==> config.mk <==
export PLATFORM = sky130hd
export DESIGN_NAME = cga_io_initiator
export DESIGN_NICKNAME = d
export VERILOG_FILES = /design/src/rtl/cga_io_initiator.sv
export SDC_FILE = /design/constraint.sdc
export NUM_CORES = 1
export LEC_CHECK = 0
export CORE_ASPECT_RATIO = 2
export CORE_MARGIN = 2
export CORE_UTILIZATION = 26
export CTS_CLUSTER_SIZE = 20
export DETAILED_ROUTE_END_ITERATION = 8
export PLACE_DENSITY_LB_ADDON = 0.15
export SETUP_SLACK_MARGIN = 0.15
export SYNTH_ARGS = -nofsm -noshare
export SYNTH_HDL_FRONTEND = slang
export SYNTH_SLANG_ARGS = --single-unit
export TNS_END_PERCENT = 10
==> constraint.sdc <==
create_clock -name clk -period 2.6 [get_ports clk]
set_input_delay 0.78 -clock clk [delete_from_list [all_inputs] [get_ports clk]]
set_output_delay 0.78 -clock clk [all_outputs]
set_load 0.1 [all_outputs]
==> src/rtl/cga_io_initiator.sv <==
// ============================================================================
// Module   : cga_io_initiator
// Brief    : ISA I/O initiator that programs CGA CRTC/mode/colour registers
//            from an internal mode table, optionally waiting for vertical retrace.
// Revision : 1.0 - initial release
// ============================================================================
`default_nettype none

module cga_io_initiator #(
    parameter logic [15:0] IO_BASE_ADDR  = 16'h3d0,
    parameter int          SETUP_CYCLES  = 2,
    parameter int          STROBE_CYCLES = 4,
    parameter int          HOLD_CYCLES   = 2,
    parameter bit          WAIT_VSYNC    = 1'b1,
    parameter bit          VSYNC_BIT_POL = 1'b1,
    parameter logic [15:0] POLL_TIMEOUT  = 16'd4096
) (
    input  logic        clk,
    input  logic        reset_l,
    input  logic        start,
    input  logic [1:0]  mode_sel,
    output logic [14:0] bus_a,
    output logic [7:0]  bus_d,
    input  logic [7:0]  bus_in,
    output logic        bus_iow_l,
    output logic        bus_ior_l,
    output logic        bus_aen,
    output logic        busy,
    output logic        done,
    output logic        timeout
);

    typedef enum logic [2:0] {
        S_IDLE  = 3'd0,
        S_POLL  = 3'd1,
        S_BLANK = 3'd2,
        S_CRTC  = 3'd3,
        S_COLOR = 3'd4,
        S_MODE  = 3'd5,
        S_DONE  = 3'd6
    } seq_t;

    typedef enum logic [1:0] {
        P_ADDR   = 2'd0,
        P_STROBE = 2'd1,
        P_HOLD   = 2'd2
    } phase_t;

    localparam logic [14:0] c_addr_index  = 15'(IO_BASE_ADDR + 16'h4);
    localparam logic [14:0] c_addr_data   = 15'(IO_BASE_ADDR + 16'h5);
    localparam logic [14:0] c_addr_mode   = 15'(IO_BASE_ADDR + 16'h8);
    localparam logic [14:0] c_addr_colour = 15'(IO_BASE_ADDR + 16'h9);
    localparam logic [14:0] c_addr_status = 15'(IO_BASE_ADDR + 16'ha);
    localparam logic [3:0]  c_setup_last  = 4'(SETUP_CYCLES - 1);
    localparam logic [3:0]  c_strobe_last = 4'(STROBE_CYCLES - 1);
    localparam logic [3:0]  c_hold_last   = 4'(HOLD_CYCLES - 1);
    localparam logic [3:0]  c_crtc_last   = 4'd11;

    seq_t        r_seq, w_seq_nxt;
    phase_t      r_phase, w_phase_nxt;
    logic [3:0]  r_cnt, w_cnt_nxt;
    logic [1:0]  r_mode, w_mode_nxt;
    logic [3:0]  r_idx, w_idx_nxt;
    logic        r_data_ph, w_data_ph_nxt;
    logic [15:0] r_poll_cnt, w_poll_cnt_nxt;
    logic        r_match, w_match_nxt;
    logic        r_timeout, w_timeout_nxt;
    logic        w_cycle_end;
    logic [15:0] w_poll_inc;
    logic        w_bus_active;
    logic [14:0] w_addr;
    logic [7:0]  w_data;
    logic        w_unused_bus_in;

    // Only the retrace bit of the status register matters here.
    assign w_unused_bus_in = ^{bus_in[7:4], bus_in[2:0]};

    // CRTC table: 80-column text differs in R0..R2, graphics modes in R4/R6/R7/R9.
    function automatic logic [7:0] f_crtc(input logic [1:0] m, input logic [3:0] i);
        logic text80;
        logic gfx;
        text80 = (m == 2'd0);
        gfx    = m[1];
        case (i)
            4'd0:    f_crtc = text80 ? 8'h71 : 8'h38;
            4'd1:    f_crtc = text80 ? 8'h50 : 8'h28;
            4'd2:    f_crtc = text80 ? 8'h5a : 8'h2d;
            4'd3:    f_crtc = 8'h0a;
            4'd4:    f_crtc = gfx ? 8'h7f : 8'h1f;
            4'd5:    f_crtc = 8'h06;
            4'd6:    f_crtc = gfx ? 8'h64 : 8'h19;
            4'd7:    f_crtc = gfx ? 8'h70 : 8'h1c;
            4'd8:    f_crtc = 8'h02;
            4'd9:    f_crtc = gfx ? 8'h01 : 8'h07;
            4'd10:   f_crtc = 8'h06;
            default: f_crtc = 8'h07;
        endcase
    endfunction

    function automatic logic [7:0] f_mode(input logic [1:0] m);
        case (m)
            2'd0:    f_mode = 8'h29;
            2'd1:    f_mode = 8'h28;
            2'd2:    f_mode = 8'h2a;
            default: f_mode = 8'h1e;
        endcase
    endfunction

    function automatic logic [7:0] f_colour(input logic [1:0] m);
        f_colour = (m == 2'd3) ? 8'h3f : 8'h30;
    endfunction

    always_ff @(posedge clk or negedge reset_l) begin
        if (!reset_l) begin
            r_seq      <= S_IDLE;
            r_phase    <= P_ADDR;
            r_cnt      <= 4'd0;
            r_mode     <= 2'd0;
            r_idx      <= 4'd0;
            r_data_ph  <= 1'b0;
            r_poll_cnt <= 16'd0;
            r_match    <= 1'b0;
            r_timeout  <= 1'b0;
        end else begin
            r_seq      <= w_seq_nxt;
            r_phase    <= w_phase_nxt;
            r_cnt      <= w_cnt_nxt;
            r_mode     <= w_mode_nxt;
            r_idx      <= w_idx_nxt;
            r_data_ph  <= w_data_ph_nxt;
            r_poll_cnt <= w_poll_cnt_nxt;
            r_match    <= w_match_nxt;
            r_timeout  <= w_timeout_nxt;
        end
    end

    assign w_poll_inc = (r_poll_cnt == 16'hffff) ? r_poll_cnt : r_poll_cnt + 16'd1;

    always_comb begin
        w_seq_nxt      = r_seq;
        w_phase_nxt    = r_phase;
        w_cnt_nxt      = r_cnt;
        w_mode_nxt     = r_mode;
        w_idx_nxt      = r_idx;
        w_data_ph_nxt  = r_data_ph;
        w_poll_cnt_nxt = r_poll_cnt;
        w_match_nxt    = r_match;
        w_timeout_nxt  = r_timeout;
        w_cycle_end    = 1'b0;

        case (r_seq)
            S_IDLE: begin
                if (start) begin
                    w_seq_nxt      = WAIT_VSYNC ? S_POLL : S_BLANK;
                    w_phase_nxt    = P_ADDR;
                    w_cnt_nxt      = 4'd0;
                    w_mode_nxt     = mode_sel;
                    w_idx_nxt      = 4'd0;
                    w_data_ph_nxt  = 1'b0;
                    w_poll_cnt_nxt = 16'd0;
                    w_match_nxt    = 1'b0;
                    w_timeout_nxt  = 1'b0;
                end
            end
            S_DONE: w_seq_nxt = S_IDLE;
            default: begin
                case (r_phase)
                    P_ADDR: begin
                        if (r_cnt == c_setup_last) begin
                            w_phase_nxt = P_STROBE;
                            w_cnt_nxt   = 4'd0;
                        end else begin
                            w_cnt_nxt = r_cnt + 4'd1;
                        end
                    end
                    P_STROBE: begin
                        if (r_cnt == c_strobe_last) begin
                            w_phase_nxt = P_HOLD;
                            w_cnt_nxt   = 4'd0;
                            if (r_seq == S_POLL) begin
                                w_match_nxt = (bus_in[3] == VSYNC_BIT_POL);
                            end
                        end else begin
                            w_cnt_nxt = r_cnt + 4'd1;
                        end
                    end
                    default: begin
                        if (r_cnt == c_hold_last) begin
                            w_phase_nxt = P_ADDR;
                            w_cnt_nxt   = 4'd0;
                            w_cycle_end = 1'b1;
                        end else begin
                            w_cnt_nxt = r_cnt + 4'd1;
                        end
                    end
                endcase

                if (w_cycle_end) begin
                    case (r_seq)
                        S_POLL: begin
                            w_poll_cnt_nxt = w_poll_inc;
                            if (r_match) begin
                                w_seq_nxt = S_BLANK;
                            end else if (w_poll_inc >= POLL_TIMEOUT) begin
                                w_seq_nxt     = S_BLANK;
                                w_timeout_nxt = 1'b1;
                            end
                        end
                        S_BLANK: w_seq_nxt = S_CRTC;
                        S_CRTC: begin
                            if (r_data_ph) begin
                                w_data_ph_nxt = 1'b0;
                                if (r_idx == c_crtc_last) begin
                                    w_seq_nxt = S_COLOR;
                                end else begin
                                    w_idx_nxt = r_idx + 4'd1;
                                end
                            end else begin
                                w_data_ph_nxt = 1'b1;
                            end
                        end
                        S_COLOR: w_seq_nxt = S_MODE;
                        default: w_seq_nxt = S_DONE;
                    endcase
                end
            end
        endcase
    end

    assign w_bus_active = (r_seq != S_IDLE) && (r_seq != S_DONE);

    always_comb begin
        w_addr = 15'd0;
        w_data = 8'd0;
        case (r_seq)
            S_POLL:  w_addr = c_addr_status;
            S_BLANK: begin
                w_addr = c_addr_mode;
                w_data = f_mode(r_mode) & 8'hf7;
            end
            S_CRTC: begin
                w_addr = r_data_ph ? c_addr_data : c_addr_index;
                w_data = r_data_ph ? f_crtc(r_mode, r_idx) : {4'd0, r_idx};
            end
            S_COLOR: begin
                w_addr = c_addr_colour;
                w_data = f_colour(r_mode);
            end
            S_MODE: begin
                w_addr = c_addr_mode;
                w_data = f_mode(r_mode);
            end
            default: begin
                w_addr = 15'd0;
                w_data = 8'd0;
            end
        endcase
    end

    assign bus_a     = w_addr;
    assign bus_d     = w_data;
    assign bus_aen   = ~w_bus_active;
    assign bus_iow_l = ~(w_bus_active && (r_phase == P_STROBE) && (r_seq != S_POLL));
    assign bus_ior_l = ~(w_bus_active && (r_phase == P_STROBE) && (r_seq == S_POLL));
    assign busy      = w_bus_active;
    assign done      = (r_seq == S_DONE);
    assign timeout   = r_timeout;

endmodule

`default_nettype wire
# ---- After elaboration in Yosys (flattened, before gate mapping)
# Index checks and enable logic that the tools add are counted.
# W data, S select, Z words.
dict set report classes {
  mux 60
  n_reduce_logical 31
  div_mod_pow 0
  bitwise_logic 4
  n_eq_ne 34
  shift 0
  addsub 3
  multipliers 0
  n_lt_le_gt_ge 1
}
# op count
set op_table {}
lappend op_table {{$pmux W7 S10} 1}
lappend op_table {{$mux W16} 4}
lappend op_table {{$mux W7} 6}
lappend op_table {{$pmux W10 S4} 1}
lappend op_table {{$mux W4} 9}
lappend op_table {{$pmux W16 S2} 1}
lappend op_table {{$pmux W8 S4} 1}
lappend op_table {{$mux W3} 7}
lappend op_table {{$pmux W6 S3} 1}
lappend op_table {{$add A16 B1 Y16 const B} 1}
lappend op_table {{$eq A16 B16 Y1 const B} 1}
lappend op_table {{$eq A4 B3 Y1 const B} 4}
lappend op_table {{$eq A4 B4 Y1 const B} 4}
lappend op_table {{$ge A16 B13 Y1 const B} 1}
lappend op_table {{$pmux W4 S2} 2}
lappend op_table {{$mux W1} 15}
lappend op_table {{$reduce_and A5 Y1} 3}
lappend op_table {{$reduce_bool A2 Y1} 7}
lappend op_table {{$eq A4 B2 Y1 const B} 3}
lappend op_table {{$pmux W3 S4} 1}
lappend op_table {{$reduce_and A6 Y1} 2}
lappend op_table {{$eq A3 B3 Y1 const B} 3}
lappend op_table {{$reduce_bool A3 Y1} 3}
lappend op_table {{$add A4 B1 Y4 const B} 2}
lappend op_table {{other kinds (25)} 50}
dict set report totals {
  output_inout_bits 29
  latch_bits 0
  elab_cells 142
  inputBits 13
  register_bits 34
  mem_count 0
  romBits 0
  mem_bits_rw 0
}

# ---- Depth between registers and ports, before layout
dict set report logic_depth {
  depth_word 8
  ltp_mapped 8
  ltp_nobuf 7
}

# ---- Least setup slack after synthesis
# Ideal clock, no wire load.
dict set report synth_timing {
  path_kind {register to register}
  start {register (tool-made name)}
  end {register r_cnt[3]}
  t_arrival_ps 4871
  n_path_buf 0
  setup_time_ps 118
  path_slack_ps -2389
  synth_period_minus_slack_ps 4989
  required_ps 2482
  stages_incl_launch_ff 7
  cell_sequence {dfrtp_1 > nor2b_1 > nor3_1 > inv_1 > o31ai_1 > o21bai_1 > a21o_1}
}
# element line
set synth_lines {}
lappend synth_lines {{to (signal assigned)} 127} ;# r_cnt <= w_cnt_nxt;
lappend synth_lines {{to (decl)} 61} ;# logic [3:0] r_cnt, w_cnt_nxt;

# ---- Worst setup path after layout
dict set report layout_timing {
  start {register r_idx[0]}
  end {output bus_d[5]}
}
dict set report layout_via {
  elab_chain_len 5
  elab_cells_between_ends 15
  classes_between {eq/ne: 10; mux: 3; reduce/logical: 2}
}
# element line
set layout_rtl {}
lappend layout_rtl {{from (decl)} 63} ;# logic [3:0] r_idx, w_idx_nxt;
lappend layout_rtl {{from (signal assigned)} 129} ;# r_idx <= w_idx_nxt;
lappend layout_rtl {{$eq A4 B4 Y1 / $eq A4 B3 Y1 (equally long branches)} 84} ;# case (i)
lappend layout_rtl {{$reduce_or A2 Y1 (no source line)} --}
lappend layout_rtl {{$pmux W7 S10 *} 84}
lappend layout_rtl {{$mux W8 *} 243} ;# w_data = r_data_ph ? f_crtc(r_mode, r_idx) : {4'd0, r_idx};
lappend layout_rtl {{$pmux W8 S4 *} 235} ;# case (r_seq)
lappend layout_rtl {{to (decl)} 23} ;# output logic [7:0] bus_d,
# Every way passes the cells marked *; elsewhere a longest branch is shown, timed or not.

==> results.toml <==
[sta]
fin_tns_setup_ps = -1813
fin_hold_ws_ps = 513.8
fmax_mhz = 348.3
setup_viol = 7
relSlewSlack = 0.4441
clock_skew_ps = 6.337
fin_crit_ps = 2871
slew_violations = 0
setup_ws_ps = -271.4
hold_viol = 0
rsz0062_at_grt = "yes"
finalCritPeriodShare = 1.104
tightest_slew_ps = 833.9

[cts]
cts_tree = "yes"
path_clk_slew_ps = 60
ctsHoldBuffers = 0
clock_latency_ps = 280
cts_root_buffer = "clkbuf_16"
cts_buffer_depth = 2
h-tree-depth = 2
cts_buffers = 5
cts_sinks = 34

[worst_setup_path]
critPathArrivalTime_ps = 2090
required_ps = 1820
crit_fanout = 6
crit_path_start_kind = "flop"
cp_common_cell = "buf_6"
path_delay_family = "buffers and inverters"
ff2ff_setup_slack_ps = 510
cp-end-kind = "output port"
path_class = "flop to output port"
worst-path-buf-inv = 4
path_cells = "buf_6, ha_4, nor4_4, o22ai_2, buf_4, nand4b_1, buf_6, o21ai_4, buf_12"
slowest_delay_ps = 410
cp_slowest_cell = "dfrtp_1"

[synth]
synth_compound_area_frac = 0.2353
yosysUniqueCellTypes = 59
synth_seq_area_share = 0.3285
yosys-top-cells-area = "dfrtp_1 (33%), o21ai_0 (6.0%), nand2_1 (4.5%), nor2_1 (4.3%), a21oi_1 (3.7%)"
ys_async_sr_fraction = 1.000
synth_cells = 322
synth_top_family_by_area = "simple AND/OR/NAND/NOR gates"
yosys_warnings = 0
synth-adder-area-share = 0.03382
synthXorXnorAreaFrac = 0.03720
synth_area_leader_cell = "dfrtp_1"
synth_edf_count = 0
yosys.area_share.simple = 0.2638
muxShareOfSynthArea = 0.02367
syn_area_um2 = 2590
synth_top_flop_cell = "dfrtp_1"
ys_ff_latch = 34
synth_most_common_cell = "dfrtp_1"
synth_top_area_frac = 0.3285
synth_area_per_cell_um2 = 8.043
synthTopCellsByCount = "dfrtp_1 (34), nand2_1 (31), o21ai_0 (31)"

[routing]
drt_iter0_drc = 87
via_count = 2644
drcViolationCount = 0
wl_per_cell_um = 16.49
wl_mm = 8.541
drtPass1Iterations = 4
drtAntennaViolNets = 0
vias_per_cell = 5.104

[grt]
grt.overflow.total = 0
grt_pass1_vias = 2703
grt_max_degree = 35
grt_usage = 0.1683
grt_pass1_wl_mm = 13.80
grt_antenna_before_repair = 0

[final_layout]
drive_above_1_share = 0.3238
seq_area_um2 = 854.6
n_antenna_cell = 0
design_area_um2 = 3872
nFillCells = 1007
syn_to_final_growth_pct = 49.52
instances_no_fill = 518
multi_input_area_um2 = 1775
fin_nets = 405

[floorplanning]
fp-row-count = 51
die_y_um = 145.2
core_area_um2 = 9699
start_util = 0.2670
io_pins = 42
die_area_um2 = 10820
die_x_um = 74.58

[pwr]
ir_drop_v = 0.0004619
power_leakage_nw = 1.567
powerDensity_nw_per_um2 = 1166
totalPowerFinal_mw = 4.517

[placed_design]
placed_area_um2 = 3555
dp_cells = 507
gp_congestion = 0.8990
hpwl_mm = 6.672
numPortBuffers = 27

[min_path]
hp-class = "flop to flop"

[job]
drv_cap = 0

[status]
violations = "negative setup slack"
outcome = "finished, violations left"
per-layer routing:
| metal | vias to the layer above | GRT usage | routed length [um] |
|---|---|---|---|
| li1 | 1277 | - | - |
| met5 | - | 0 | 0 |
| met1 | 1298 | 0.1554 | 2811 |
| met3 | 19 | 0.02361 | 136 |
| met4 | 0 | 0.06875 | 299 |
| met2 | 50 | 0.3372 | 5294 |
worst register-to-register path, stage by stage (launching register included):
cell      delay, ps
dfrtp_1         440
nand4_1         280
nor4_2          530
and3_1          230
o211ai_1        140
o41a_1          350
state kept, by name (all words and copies together), names as in the netlist, named ones only:
name and count:
r_seq 2, r_idx 4, timeout 1, r_data_ph 1, r_cnt 4, r_phase 2
r_mode 2, r_poll_cnt 16, r_match 1
cell usage in the layout (no fill, tap or decap), types with 4 or more instances in the layout:
cell,count
a211oi_1,5
nand3_1,11
ha_4,4
nor2b_1,10
dfrtp_1,31
nor2_1,29
o21ai_2,4
buf_6,4
clkbuf_16,5
inv_1,8
nor3_1,8
a31oi_1,4
nand2_1,29
o21ai_0,24
conb_1,7
xnor2_1,10
buf_4,50
a21oi_1,17
mux2i_1,5
buf_12,21
clkdlybuf4s50_1,4
nand4_1,6
where the power goes:
group | switching (mW) | leakage [nW] | internal [mW]
Clock | 0.227 | 0.0739 | 0.380
Combinational | 1.79 | 1.05 | 1.23
Sequential | 0.211 | 0.447 | 0.684
Total | 2.23 | 1.57 | 2.29
logic make-up after synthesis:
family / count (synthesis)
buffers and inverters: 41
and+or+nand+nor: 129
DFF: 34
adders and majority gates: 7
muxes: 6
AOI/OAI and AO/OA: 93
xor gates and xnor gates: 11
other: 1
layout make-up:
cell class | instances | area share
sequential | 34 | 0.2207
clock buffer | 7 | 0.03683
timing repair buffer | 80 | 0.2288
inverter | 11 | 0.01131
multi-input combinational | 253 | 0.4585
clock inverter | 1 | 0.001292
tap | 132 | 0.04265
worst paths after layout:
kind	start	end	cells after the start
worst max register to register	r_poll_cnt[2]$_DFFE_PN0P_	r_seq[1]$_DFFE_PN0P_	5
min in group asynchronous	reset_l	r_poll_cnt[9]$_DFFE_PN0P_	1
worst min-delay path	timeout$_DFFE_PN0P_	timeout$_DFFE_PN0P_	1
worst min register to register	timeout$_DFFE_PN0P_	timeout$_DFFE_PN0P_	1
max in group asynchronous	reset_l	r_idx[1]$_DFFE_PN0P_	1
worst max-delay path	r_idx[0]$_DFFE_PN0P_	bus_d[5]	9
per-stage QoR:
stage	util	setup WS [ps]
finish	0.3993	-271.4
detailed placement	0.3665	-283.0
global placement	0.3665	-277.2
CTS	0.3969	-265.3
global route	0.3993	-368.8
floorplan	-	-364.8
repair_timing:
item | in CTS | in global routing
endpoints found under the setup margin | 18 | 13
pin swaps | 9 | 3
resized for setup | 29 | 8
cloned | 0 | 0
setup buffers | 3 | 0
Power figures use the tool's default switching activity.
